`src/rtl/div_ctrl.sv`:
```
// div_ctrl: multi-cycle restoring divider with start/annul handshake for an execute stage.
// Optional signed operation is built only when macro DIV_SIGNED_EN is defined.
module div_ctrl #(
  parameter int DATA_W = 32
) (
  input  logic                  clk,
  input  logic                  rst,
  input  logic                  signed_div_i,
  input  logic [DATA_W-1:0]     opdata1_i,
  input  logic [DATA_W-1:0]     opdata2_i,
  input  logic                  start_i,
  input  logic                  annul_i,
  output logic [2*DATA_W-1:0]   result_o,
  output logic                  ready_o,
  output logic                  stallreq_o
);

  localparam logic [1:0] S_FREE   = 2'b00;
  localparam logic [1:0] S_BYZERO = 2'b01;
  localparam logic [1:0] S_ON     = 2'b10;
  localparam logic [1:0] S_END    = 2'b11;

  localparam logic [5:0] LAST_CNT = 6'(DATA_W);

  logic [1:0]          state;
  logic [5:0]          cnt;
  logic [2*DATA_W:0]   work;
  logic [DATA_W-1:0]   divisor;
  logic [DATA_W:0]     diff;
  logic [DATA_W-1:0]   dividend_abs;
  logic [DATA_W-1:0]   divisor_abs;
  logic [DATA_W-1:0]   quot;
  logic [DATA_W-1:0]   rem;
  logic                neg_q_in;
  logic                neg_r_in;
  logic                neg_q;
  logic                neg_r;

  assign diff       = work[2*DATA_W:DATA_W] - {1'b0, divisor};
  assign stallreq_o = start_i & ~ready_o;

`ifdef DIV_SIGNED_EN
  always_comb begin
    neg_q_in     = signed_div_i & (opdata1_i[DATA_W-1] ^ opdata2_i[DATA_W-1]);
    neg_r_in     = signed_div_i & opdata1_i[DATA_W-1];
    dividend_abs = (signed_div_i && opdata1_i[DATA_W-1]) ? -opdata1_i : opdata1_i;
    divisor_abs  = (signed_div_i && opdata2_i[DATA_W-1]) ? -opdata2_i : opdata2_i;
    quot         = neg_q ? -work[DATA_W-1:0] : work[DATA_W-1:0];
    rem          = neg_r ? -work[2*DATA_W:DATA_W+1] : work[2*DATA_W:DATA_W+1];
  end
`else
  // Unsigned-only build: the mode input is intentionally left without a load.
  logic unused_signed_div;
  assign unused_signed_div = signed_div_i;

  always_comb begin
    neg_q_in     = 1'b0;
    neg_r_in     = 1'b0;
    dividend_abs = opdata1_i;
    divisor_abs  = opdata2_i;
    quot         = work[DATA_W-1:0];
    rem          = work[2*DATA_W:DATA_W+1];
  end
`endif

  // NOTE: every register here uses <= so all state updates see pre-edge values;
  // the working registers are plain flops, so they are cleared by reset too.
  always_ff @(posedge clk or negedge rst) begin
    if (!rst) begin
      state    <= S_FREE;
      cnt      <= '0;
      work     <= '0;
      divisor  <= '0;
      neg_q    <= 1'b0;
      neg_r    <= 1'b0;
      result_o <= '0;
      ready_o  <= 1'b0;
    end else if (annul_i && state != S_FREE) begin
      // A flushed divide never reports a result.
      state    <= S_FREE;
      result_o <= '0;
      ready_o  <= 1'b0;
    end else begin
      case (state)
        S_FREE: begin
          result_o <= '0;
          ready_o  <= 1'b0;
          if (start_i && !annul_i) begin
            work    <= {{DATA_W{1'b0}}, dividend_abs, 1'b0};
            divisor <= divisor_abs;
            neg_q   <= neg_q_in;
            neg_r   <= neg_r_in;
            cnt     <= '0;
            state   <= (opdata2_i == '0) ? S_BYZERO : S_ON;
          end
        end
        S_BYZERO: begin
          result_o <= '0;
          ready_o  <= 1'b1;
          state    <= S_END;
        end
        S_ON: begin
          if (cnt != LAST_CNT) begin
            // Restoring step: subtract when it fits and shift a 1 into the quotient.
            work <= diff[DATA_W] ? {work[2*DATA_W-1:0], 1'b0}
                                 : {diff[DATA_W-1:0], work[DATA_W-1:0], 1'b1};
            cnt  <= cnt + 6'd1;
          end else begin
            result_o <= {rem, quot};
            ready_o  <= 1'b1;
            state    <= S_END;
          end
        end
        S_END: begin
          if (!start_i) begin
            result_o <= '0;
            ready_o  <= 1'b0;
            state    <= S_FREE;
          end
        end
        default: state <= S_FREE;
      endcase
    end
  end

endmodule
```
`config.mk`:
```
export PLATFORM = sky130hd
export DESIGN_NAME = div_ctrl
export DESIGN_NICKNAME = d
export VERILOG_FILES = /design/src/rtl/div_ctrl.sv
export SDC_FILE = /design/constraint.sdc
export NUM_CORES = 1
export LEC_CHECK = 0
export ABC_AREA = 1
export BUFFER_PORTS_ARGS = -buffer_cell sky130_fd_sc_hd__buf_2
export CORE_MARGIN = 8
export CORE_UTILIZATION = 45
export DETAILED_ROUTE_END_ITERATION = 10
export GPL_ROUTABILITY_DRIVEN = 0
export GPL_TIMING_DRIVEN = 0
export SKIP_CTS_REPAIR_TIMING = 1
export SLEW_MARGIN = 30
export SYNTH_ARGS = -nofsm -noshare
export SYNTH_HDL_FRONTEND = slang
export SYNTH_SLANG_ARGS = --single-unit
```
`constraint.sdc`:
```
create_clock -name clk -period 2.85 [get_ports clk]
set_clock_uncertainty 0.2 [all_clocks]
set_input_delay 0.1425 -clock clk [delete_from_list [all_inputs] [get_ports clk]]
set_output_delay 0.1425 -clock clk [all_outputs]
set_load 0.05 [all_outputs]
```
==> metrics.yaml, run 1 <==
sta:
  timing.hold.ws_ps: 46.9
  setup_viol: 0
  finalMaxSlewViolations: 0
  rsz0062_at_grt: "false"
  maxSlewHeadroom_pct: 42.0
  period_minus_slack_ps: 2580
  hold_viol: 0
  max_freq_mhz: 387
  layout_worst_path_cycle_share_pct: 90.6
  worst_slew_pin_slew_ps: 867
  fin_ws_ps: 267
place:
  io_buffers: 133
  dp_slack_ps: 107
  dpl.hpwl_um: 22900
critical_path:
  max_stage_delay_ps: 500
  worstPathRequired_ps: 2950
  cp-end-kind: "flip-flop"
  r2r_cells: 6
  path_class: "reg -> reg"
  rrSetupSlack_ps: 270
  start_kind: "flip-flop"
  r2r_start: "state[0]$_DFFE_PN0P_"
  slowest_stage: "clkbuf_1"
  crit_fanout: 10
  arrival_ps: 2680
  r2r-end: "result_o[33]$_DFFE_PN0P_"
  path_cells: "inv_1 -> ha_1 -> nor2_1 -> clkbuf_1 -> clkbuf_1 -> o31ai_1"
  critPathMostFrequentCell: "clkbuf_1"
power_and_ir_drop:
  p_sw_mw: 5.07
  p_per_area_nw_per_um2: 870
  clkPwrFrac_pct: 21.5
  p_leak_nw: 6.74
  switching_share_pct: 47.1
  max-vdd-ir-drop_v: 0.000422
  pwr-share-comb_pct: 47.1
  p_seq_share_pct: 31.4
  intPower_mw: 5.69
synth:
  synth_nets: 1480
  syn_area_um2: 10000
  synth_area_leaders: "dfrtp_1 (43%), nand2_1 (21%), inv_1 (6.2%), o31ai_1 (4.7%), ha_1 (4.6%)"
  netlist.area_leader.share_pct: 42.5
  ys_seq_area_share_pct: 42.5
  ys_ff_latch: 170
  ys_warn_count: 0
  synthCells: 1373
  synth_common_cells: "nand2_1 (561), dfrtp_1 (170), inv_1 (164), nor2_1 (70), o31ai_1 (63)"
  yosysTopAreaCell: "dfrtp_1"
  synth_ff_type: "dfrtp_1"
  synth_edf_count: 0
  avgSynthCellArea_um2: 7.29
  synthMostInstantiatedCell: "nand2_1"
  yosysUniqueCellTypes: 40
  async_reset_ff_share_pct: 100
layout:
  drive_above_1_share_pct: 13.8
  nNetsFinal: 1701
  syn_to_final_growth_pct: 23.7
  final_util_pct: 56.7
clock_network:
  cts_made_buffers: 17
  clockRootBuffer: "clkbuf_16"
  cts_buffer_depth: 2
  cts_tree: "yes"
  path_clk_slew_ps: 80
  cts_max_level: 4
  clock_latency_ps: 440
  cts.sinks: 170
global_routing:
  grt_max_degree: 80
  antenna_found_initial: 1
  grt-ovfl-total: 0
  grt_pass1_wl_um: 46500
  grt_use_total_pct: 21.6
  grt_pass1_vias: 9195
die:
  die_w_um: 165
  start_util_pct: 45.8
  ios: 135
  die_h_um: 165
  fp.coreArea_um2: 21800
  num_rows: 54
  dieArea_um2: 27300
flow_run:
  maxCapViolCount: 0
route:
  drc_errors: 0
  wl_um: 29300
  wl_per_cell_um: 15.5
  vias_per_cell: 4.97
  antenna_left: 0
  dr.pass1.iters: 5
  num_vias: 9390
  drtIter0Drc: 551
hold_path:
  hold_end: "state[0]$_DFFE_PN0P_"
  hold_class: "in -> reg"
  hold_depth: 4
  hold_path.startpoint: "start_i"
run_status:
  status: "complete, no violations"
-- metal layers --
layer	vias up	share of wire, %	GRT usage [%]
li1	4838	-	-
met1	4305	47	29.1
met2	211	46	35.5
met3	36	5.2	2.95
met4	0	1.9	6.67
met5	-	0	0
-- cells by family after synthesis --
family	after synthesis	synth area share, %
mux	1	0.113
xor+xnor	16	1.40
compound gates	171	11.4
buf+inv	229	9.07
fa+ha+maj	38	4.83
simple gates	748	30.6
flops	170	42.5
-- worst max-delay path: cells and delay by family (launching register included) --
family | cells | cell delay [ps]
AOI/OAI and AO/OA | 1 | 160
adders and majority gates | 1 | 340
buffers and inverters | 3 | 1040
DFF | 1 | 360
and+or+nand+nor | 1 | 330
-- worst max path at each step --
stage	from	end	slack [ps]	cells after the start
global placement	rst	divisor[27]$_DFFE_PN0P_	-1300	1
detailed placement	work[32]$_DFFE_PN0P_	work[35]$_DFFE_PN0P_	110	18
finish	state[0]$_DFFE_PN0P_	result_o[33]$_DFFE_PN0P_	270	6
global route	work[32]$_DFFE_PN0P_	work[41]$_DFFE_PN0P_	30	18
CTS	work[32]$_DFFE_PN0P_	work[35]$_DFFE_PN0P_	80	18
floorplan	work[32]$_DFFE_PN0P_	work[54]$_DFFE_PN0P_	520	18
-- power groups by stage --
stage	logic [mW]	clock network (mW)	registers, mW
finish	5.07	2.31	3.38
global route	5.68	2.44	3.46
CTS	5.03	2.35	3.37
detailed placement	5.01	0	3.41
global placement	4.95	0	3.39
floorplan	3.05	0	3.91
-- cell type report --
cell class                      count  area [µm²]
Antenna cell                        1        2.50
Multi-Input combinational cell    974        4860
Tap cell                          280         350
Clock buffer                       18         439
Inverter                          172         646
Sequential cell                   170        4250
Clock inverter                     14         153
Fill cell                        2077        9450
Timing Repair Buffer              202        1400
Buffer                             57         273
-- sequential cells by signal, summed over array words and instances, names as in the netlist --
register  count
cnt           6
divisor      32
ready_o       1
result_o     64
state         2
work         65
-- stage by stage --
step                      setup TNS, ps  std cells  instance area (µm²)  power (mW)
after CTS                             0       1820                11700        10.8
after global placement          -218580       1786                11000        8.34
after global routing                  0       1888                12400        11.6
after detailed placement              0       1788                11100        8.43
after floorplan                       0       1373                10000        6.95
final                                 0       1888                12400        10.8
-- layout by cell type (no fill, tap or decap), types with 8 or more instances in the layout --
cell | synthesis | final
nand4_1 | 12 | 12
xnor2_1 | 12 | 12
dlygate4sd3_1 | 0 | 66
nand2_2 | 10 | 10
inv_1 | 164 | 163
nand3b_1 | 8 | 8
clkbuf_1 | 35 | 35
inv_2 | 8 | 9
nand3_1 | 62 | 62
o31ai_1 | 63 | 63
dfrtp_1 | 170 | 170
ha_1 | 37 | 36
a21oi_1 | 36 | 36
nand2_1 | 561 | 561
o21ai_0 | 23 | 23
buf_2 | 11 | 143
clkbuf_16 | 0 | 17
nor2_1 | 70 | 70
o211ai_1 | 32 | 32
No activity file was read; power rests on OpenSTA's default activity.
==> inputs of run 2 (changes only) <==
--- a/config.mk
+++ b/config.mk
@@ -12,6 +12,7 @@
 export DETAILED_ROUTE_END_ITERATION = 10
 export GPL_ROUTABILITY_DRIVEN = 0
 export GPL_TIMING_DRIVEN = 0
+export PLACE_DENSITY = 0.67
 export SKIP_CTS_REPAIR_TIMING = 1
 export SLEW_MARGIN = 30
 export SYNTH_ARGS = -nofsm -noshare
==> run 2 against run 1 <==
Compared with the run above: sequential share of layout area shrank 0.059 points; critical endpoint is now work[32]$_DFFE_PN0P_; largest cell class unchanged; wire length is essentially flat; register-to-register slack lost 30 ps.
==> metrics.yaml, run 2 (same netlist as run 1, synthesis figures left out) <==
die:
  die_h_um: 165  # unchanged
  ios: 135  # unchanged
  num_rows: 54  # unchanged
  dieArea_um2: 27300  # unchanged
  start_util_pct: 45.8  # unchanged
  die_w_um: 165  # unchanged
  fp.coreArea_um2: 21800  # unchanged
layout:
  top_regs: "work: 65 flops, result_o: 64 flops, divisor: 32 flops"
  final_common_cell: "nand2_1"
  layout_common_cells: "nand2_1 (561), dfrtp_1 (170), inv_1 (164)"
  largest_reg_flops: 65  # unchanged
  nNetsFinal: 1701  # unchanged
  syn_to_final_growth_pct: 23.9
  drive_above_1_share_pct: 13.8  # unchanged
  fin_cells: 1888  # unchanged
  top_register: "work"
clock_network:
  path_clk_slew_ps: 80  # about the same
  cts_made_buffers: 17  # unchanged
  clock_latency_ps: 430  # about the same
  cts_max_level: 4  # unchanged
  cts_buffer_depth: 2  # unchanged
  cts_tree: "yes"
  cts.sinks: 170  # unchanged
  clockRootBuffer: "clkbuf_16"
critical_path:
  path_class: "reg -> reg"
  critPathLaunch: "state[0]$_DFFE_PN0P_"
  r2r_start: "state[0]$_DFFE_PN0P_"
  worstPathRequired_ps: 2990  # +40 ps
  start_kind: "flip-flop"
  rrSetupSlack_ps: 240  # -30 ps
  cp-end-kind: "flip-flop"
  arrival_ps: 2750  # +70 ps
  crit_fanout: 10  # unchanged
sta:
  timing.hold.ws_ps: 38.6  # -8.31 ps
  hold_viol: 0  # unchanged
  finalMaxSlewViolations: 0  # unchanged
  max_freq_mhz: 383  # -1.0%
  maxSlewHeadroom_pct: 59.2  # +17 points
  worst_slew_pin_slew_ps: 612  # -254 ps
  tns_ps: 0  # unchanged
  period_minus_slack_ps: 2610  # +26.7 ps
  setup_viol: 0  # unchanged
  layout_worst_path_cycle_share_pct: 91.6  # +0.94 points
  rsz0062_at_grt: "false"
global_routing:
  antenna_found_initial: 0  # -1
  grt_pass1_vias: 9151  # -0.48%
  grt-ovfl-total: 0  # unchanged
  grt_max_degree: 75  # -6.3%
  grt_pass1_wl_um: 45900  # -1.2%
  grt_use_total_pct: 21.2  # -0.42 points
power_and_ir_drop:
  p_per_area_nw_per_um2: 876  # +0.74%
  p_sw_mw: 5.11  # +0.77%
  pwr-share-comb_pct: 47.1  # about the same
  intPower_mw: 5.75  # +1.0%
  clkPwrFrac_pct: 21.7  # +0.2 points
  switching_share_pct: 47.1  # -0.070 points
  p_leak_nw: 6.75  # +0.19%
  p_seq_share_pct: 31.1  # -0.3 points
  max-vdd-ir-drop_v: 0.000356  # -16%
  p_total_mw: 10.9  # +0.92%
route:
  num_vias: 9677  # +3.1%
  wl_um: 29300  # about the same
  wl_per_cell_um: 15.5  # about the same
  dr.pass1.iters: 5  # unchanged
  drc_errors: 0  # unchanged
  drtIter0Drc: 738  # +34%
  vias_per_cell: 5.13  # +3.1%
  antenna_left: 0  # unchanged
place:
  dpl.hpwl_um: 22700  # -1.2%
  dp.cells: 1788  # unchanged
  io_buffers: 133  # unchanged
hold_path:
  hold_class: "in -> async"
run_status:
  status: "complete, no violations"
flow_run:
  maxCapViolCount: 0  # unchanged
run 2: changes by cell type in the layout (fill, tap and decap cells not counted), sizes merged:
cell	before	now
buf	158	159
bufinv	0	1
clkbuf	53	52
dlygate4sd3	66	65
run 2: metal layers:
| metal | routed length [µm] | vias up | GRT usage [%] |
|---|---|---|---|
| met1 | 13300 | 4447 | 28.9 |
| met2 | 13200 | 331 | 33.6 |
| met5 | 0 | - | 0 |
| li1 | - | 4846 | - |
| met4 | 780 | 0 | 7.66 |
| met3 | 2070 | 53 | 3.37 |
run 2: worst paths after layout:
kind                            cells after the start                  endpoint
worst max-delay path                               10      work[32]$_DFFE_PN0P_
worst min-delay path                                3  result_o[15]$_DFFE_PN0P_
worst max register to register                     10      work[32]$_DFFE_PN0P_
worst min register to register                      1        cnt[5]$_DFFE_PN0P_
max in group asynchronous                           4      work[54]$_DFFE_PN0P_
min in group clk                                    4      state[1]$_DFFE_PN0P_
run 2: area by class of cell:
cell class	count	area [µm²]
antenna	1	2.50
buffer	57	277
clock buffer	17	425
clock inverter	15	174
fill	2043	9430
inverter	172	646
multi-input combinational	974	4860
sequential	170	4250
tap	280	350
timing repair buffer	202	1410
run 2: stage by stage:
step	instance area [µm²]	util, %	setup slack, ps
final	12400	56.8	240
after global routing	12400	56.8	43.3
after CTS	11700	53.5	128
after detailed placement	11100	50.8	145
after global placement	11000	50.5	-1250
after floorplan	10000	-	525
run 2: worst max-delay path, cell delays in order (launching register included):
cell      delay [ps]
dfrtp_1          390
inv_1            120
ha_1             430
inv_1             70
a21oi_1          180
nor2_1            60
nand2_1          120
buf_2            270
clkbuf_1         450
nand2_1          100
o211ai_1         130
run 2: power groups by stage:
stage / sequential (mW) / combinational (mW) / clock [mW]
after floorplan: 3.91 / 3.05 / 0
after detailed placement: 3.42 / 5.00 / 0
after CTS: 3.37 / 5.03 / 2.40
after global placement: 3.39 / 4.91 / 0
final: 3.38 / 5.11 / 2.36
after global routing: 3.45 / 5.68 / 2.49
